`src/rtl/ahb_slave_regfile.sv`:
```
// AHB-Lite slave in front of a word-addressed 32-bit register file with programmable wait states.
// Define AHB_SLV_ERR_EN to return two-cycle ERROR responses for addresses at or above DEPTH.
module ahb_slave_regfile #(
    parameter int unsigned ADDR_W      = 4,
    parameter int unsigned DEPTH       = 16,
    parameter int unsigned WAIT_STATES = 0
) (
    input  logic              HCLK,
    input  logic              HRESET,
    input  logic              HSEL,
    input  logic [ADDR_W-1:0] HADDR,
    input  logic [1:0]        HTRANS,
    input  logic              HWRITE,
    input  logic [31:0]       HWDATA,
    input  logic              HREADY,
    output logic [31:0]       HRDATA,
    output logic              HREADYOUT,
    output logic              HRESP
);

    localparam int unsigned     Slots    = 2 ** ADDR_W;
    localparam logic [ADDR_W:0] DepthW   = (ADDR_W + 1)'(DEPTH);
    localparam logic [3:0]      WaitInit = 4'(WAIT_STATES);

`ifdef AHB_SLV_ERR_EN
    typedef enum logic [2:0] {
        StIdle = 3'd0,
        StWait = 3'd1,
        StData = 3'd2,
        StErr1 = 3'd3,
        StErr2 = 3'd4
    } state_e;
`else
    typedef enum logic [2:0] {
        StIdle = 3'd0,
        StWait = 3'd1,
        StData = 3'd2
    } state_e;
`endif

    state_e            state_q, state_d;
    logic [ADDR_W-1:0] addr_q, addr_d;
    logic              write_q, write_d;
    logic [3:0]        cnt_q, cnt_d;
    logic [31:0]       mem_q [Slots];

    logic accept;
    logic haddr_mapped;
    logic addr_mapped;
    logic can_take;
    logic ready;
    logic resp;
    logic wr_en;
    logic rd_en;
    logic unused_trans0;

    // Only NONSEQ/SEQ start a transfer, so the low HTRANS bit carries no information here.
    assign unused_trans0 = HTRANS[0];

    assign accept       = HSEL & HTRANS[1] & HREADY;
    assign haddr_mapped = {1'b0, HADDR} < DepthW;
    assign addr_mapped  = {1'b0, addr_q} < DepthW;

    always_comb begin
        state_d  = state_q;
        addr_d   = addr_q;
        write_d  = write_q;
        cnt_d    = cnt_q;
        ready    = 1'b1;
        resp     = 1'b0;
        can_take = 1'b0;

        case (state_q)
            StIdle: begin
                can_take = 1'b1;
            end
            StWait: begin
                ready = 1'b0;
                cnt_d = cnt_q - 4'd1;
                if (cnt_q <= 4'd1) begin
                    state_d = StData;
                end
            end
            StData: begin
                can_take = 1'b1;
                state_d  = StIdle;
            end
`ifdef AHB_SLV_ERR_EN
            StErr1: begin
                ready   = 1'b0;
                resp    = 1'b1;
                state_d = StErr2;
            end
            StErr2: begin
                resp     = 1'b1;
                can_take = 1'b1;
                state_d  = StIdle;
            end
`endif
            default: begin
                state_d = StIdle;
            end
        endcase

        // A new address phase is only taken in cycles that complete (or have no) prior transfer.
        if (can_take && accept) begin
            addr_d  = HADDR;
            write_d = HWRITE;
            cnt_d   = WaitInit;
`ifdef AHB_SLV_ERR_EN
            if (!haddr_mapped) begin
                state_d = StErr1;
            end else if (WAIT_STATES == 0) begin
                state_d = StData;
            end else begin
                state_d = StWait;
            end
`else
            if (WAIT_STATES == 0) begin
                state_d = StData;
            end else begin
                state_d = StWait;
            end
`endif
        end
    end

    always_ff @(posedge HCLK) begin
        if (HRESET) begin
            state_q <= StIdle;
            addr_q  <= '0;
            write_q <= 1'b0;
            cnt_q   <= '0;
        end else begin
            state_q <= state_d;
            addr_q  <= addr_d;
            write_q <= write_d;
            cnt_q   <= cnt_d;
        end
    end

    assign wr_en = (state_q == StData) && write_q && addr_mapped;
    assign rd_en = (state_q == StData) && !write_q && addr_mapped;

    // Slots at or above DEPTH are never written and stay zero after reset.
    always_ff @(posedge HCLK) begin
        if (HRESET) begin
            for (int i = 0; i < Slots; i++) begin
                mem_q[i] <= '0;
            end
        end else if (wr_en) begin
            mem_q[addr_q] <= HWDATA;
        end
    end

    assign HRDATA    = rd_en ? mem_q[addr_q] : '0;
    assign HREADYOUT = ready;
    assign HRESP     = resp;

    wait_count_live : assert property (@(posedge HCLK) disable iff (HRESET)
        (state_q == StWait) |-> (cnt_q != 4'd0));

    rdata_only_on_read : assert property (@(posedge HCLK) disable iff (HRESET)
        (HRDATA != '0) |-> rd_en);

endmodule

```
`config.mk`:
```
export PLATFORM = sky130hd
export DESIGN_NAME = ahb_slave_regfile
export DESIGN_NICKNAME = d
export VERILOG_FILES = /design/src/rtl/ahb_slave_regfile.sv
export SDC_FILE = /design/constraint.sdc
export NUM_CORES = 1
export LEC_CHECK = 0
export BUFFER_PORTS_ARGS = -buffer_cell sky130_fd_sc_hd__buf_2
export CAP_MARGIN = 20
export CORE_ASPECT_RATIO = 1.2
export CORE_UTILIZATION = 60
export CTS_CLUSTER_DIAMETER = 40
export CTS_CLUSTER_SIZE = 10
export DETAILED_ROUTE_END_ITERATION = 10
export PLACE_DENSITY = 0.75
export REMOVE_ABC_BUFFERS = 1
export SYNTH_ARGS = -nofsm -noshare
export SYNTH_HDL_FRONTEND = slang
export SYNTH_SLANG_ARGS = --single-unit
```
`constraint.sdc`:
```
create_clock -name HCLK -period 4 [get_ports HCLK]
set_input_delay 0.8 -clock HCLK [delete_from_list [all_inputs] [get_ports HCLK]]
set_output_delay 0.8 -clock HCLK [all_outputs]
set_load 0.02 [all_outputs]
```
==> results.tsv <==
metric	value	unit
status	completed	
top cell type by total area after synthesis	edfxtp_1	
All-Layer GR Usage	0.288	
Int Pwr	9.27	mW
global route total overflow	0	
drt first pass iters	6	
Switching Share	0.209	
clock share of power	0.418	
Final period util	0.942	
Period minus WS final	3770	ps
Multi-input gate area	7580	um2
IO buf count	73	
power per cell area	442	nW/um2
endpoints failing setup	0	
CP required	3200	ps
wire per inst	24.6	um
max cap viols	0	
Mapped Area	23700	um2
Max Clk Rate	265	MHz
share of cells above drive strength 1	0.136	
crit path kind	flop to primary output	
Post-Synthesis Cells	1702	
Synth async-reset ratio	0	
Via density	6.04	
Worst setup SP type	flop	
# resized after CTS	0	
Slew Viols, Final	0	
TritonCTS Buffers	60	
CTS tree	built	
Core Util, Final	0.683	
Reg clk slew, reported paths	60	ps
Synth area leaders	edfxtp_1 (65%), and2_1 (14%), mux2i_1 (10%), a22oi_1 (3.5%), clkbuf_1 (1.6%)	
clk sinks	522	
CORE AREA	38800	um2
Placed Area	24800	um2
Post-synth EDFFs	512	
H-tree Lvls	2	
Ys Warns	0	
Synth Register Bits	522	
postcts setup bufs	0	
Worst VDD drop	344	uV
initial antenna violation count	1	
Final Non-Filler Cells	2307	
Placed Cells	2212	
clk root buf	clkbuf_16	
P&R area growth vs syn	11.9	%
final instance area	26500	um2
# fillers	2650	
post-cts hold buffer count	0	
Clock Skew	10.3	ps
Leak	9.52	nW
antenna cells	0	
Worst Tran Pin Value	1120	ps
first-pass GRT wire length	84200	um
Routed WL	56800	um
Sw Pwr	2.45	mW
nets	1791	
Max FO, Critical Path	16	
most frequent cells in the layout	and2_1 (512), edfxtp_1 (512), mux2i_1 (243)	
pin count of the biggest net entering global routing	62	
Seq pwr share	0.532	
final antenna-violating net count	0	
Reg area	15600	um2
DPL Wire Length	30800	um
gpl congestion	0.759	
CP endpoint kind	primary output	
Max Root-Sink Buffers	3	
Hold Fails Final Rpt	0	
die area	40300	um2
combinational share of power	0.051	
DR vias	13944	
worst skew pair latency	580	ps
register area share after synthesis	0.656	
Die Y	220	um
HP Class	input port to flop	
Core Rows	79	
Critical Path AT	2970	ps
drt drc	0	
Rel. slew slack	0.257	
initial core utilization	0.611	
vias in the first global route	13907	
RSZ-0062 raised after global routing	no	
ys flop type	edfxtp_1	
top cell type's share of synthesized area	0.648	
total power	11.7	mW
Post-Syn Area per Cell	13.9	um2
post-synth cell types	30	
initial DRC count	1320	
Die Wd	184	um
reg-to-reg setup timing slack	1560	ps
IO Pins	77	
## power by group through the flow
| stage | sequential, mW | clock (mW) | combinational (mW) |
|---|---|---|---|
| floorplan | 6.35 | 0 | 0.360 |
| detailed placement | 6.34 | 0 | 0.592 |
| finish | 6.23 | 4.90 | 0.593 |
| CTS | 6.23 | 4.93 | 0.593 |
| global route | 6.24 | 5.14 | 0.634 |
| global placement | 6.33 | 0 | 0.579 |
## cells by family after synthesis
group / Yosys count / synth area share
AND/OR/NAND/NOR: 620 / 0.157
other: 2 / 0.000317
multiplexers: 252 / 0.111
AO/OA/AOI/OAI: 160 / 0.0480
flip-flops: 522 / 0.656
buffers and inverters: 146 / 0.0273
## Yosys cell counts (2+ instances only)
| cell | instances |
|---|---|
| conb_1 | 2 |
| nor3_2 | 4 |
| nand2_1 | 56 |
| nand2b_1 | 2 |
| buf_1 | 7 |
| and2_1 | 513 |
| buf_4 | 20 |
| buf_2 | 14 |
| o21ai_0 | 18 |
| clkbuf_1 | 103 |
| nor2_1 | 18 |
| mux2i_1 | 243 |
| nor2b_1 | 2 |
| a221oi_1 | 9 |
| o22ai_1 | 23 |
| or2_2 | 16 |
| mux4_2 | 9 |
| nand4b_1 | 2 |
| edfxtp_1 | 512 |
| dfxtp_1 | 10 |
| a22oi_1 | 110 |
## path summary, 6_finish.rpt
path / from / endpoint / cells past startpoint
worst max-delay path: write_q$_SDFFE_PP0P_ / HRDATA[29] / 5
worst min-delay path: HWRITE / write_q$_SDFFE_PP0P_ / 3
worst max register to register: state_q[1]$_SDFFE_PP0P_ / mem_q[2][15]$_SDFFCE_PN0P_ / 5
worst min register to register: write_q$_SDFFE_PP0P_ / write_q$_SDFFE_PP0P_ / 2
## per-layer routing
| layer | up-vias | wire length, um | global-route usage | share of wire |
|---|---|---|---|---|
| met2 | 588 | 27500 | 0.470 | 0.48 |
| li1 | 6236 | - | - | - |
| met4 | 2 | 1800 | 0.105 | 0.032 |
| met3 | 121 | 4560 | 0.0539 | 0.080 |
| met1 | 6997 | 22900 | 0.387 | 0.40 |
| met5 | - | 14 | 0 | 0.00025 |
## state kept, by name (all words and copies together), names as in the netlist, named ones only
signal / count
addr_q: 4
mem_q: 512
state_q: 1
write_q: 1
## worst max-delay path: stages (launching register included)
cell and delay, ps:
dfxtp_1 360, nand3b_1 830, a221oi_1 640, o21ai_0 180, o21ai_0 150, buf_2 220
## cell type report
class                           count  share of cell area
Clock buffer                       89              0.0618
Multi-Input combinational cell   1034               0.286
Clock inverter                      6             0.00302
Timing Repair Buffer              129              0.0376
Inverter                            1            0.000141
Sequential cell                   522               0.587
Tap cell                          526              0.0248
## through the flow
step / setup slack, ps / hold slack [ps] / TNS [ps]
after floorplan: -6370 / 534 / -198410
after global placement: 886 / 563 / 0
after detailed placement: 883 / 591 / 0
after CTS: 270 / 427 / 0
after global routing: 176 / 441 / 0
final: 231 / 448 / 0
Note: power is estimated with default switching activity, not from simulation.
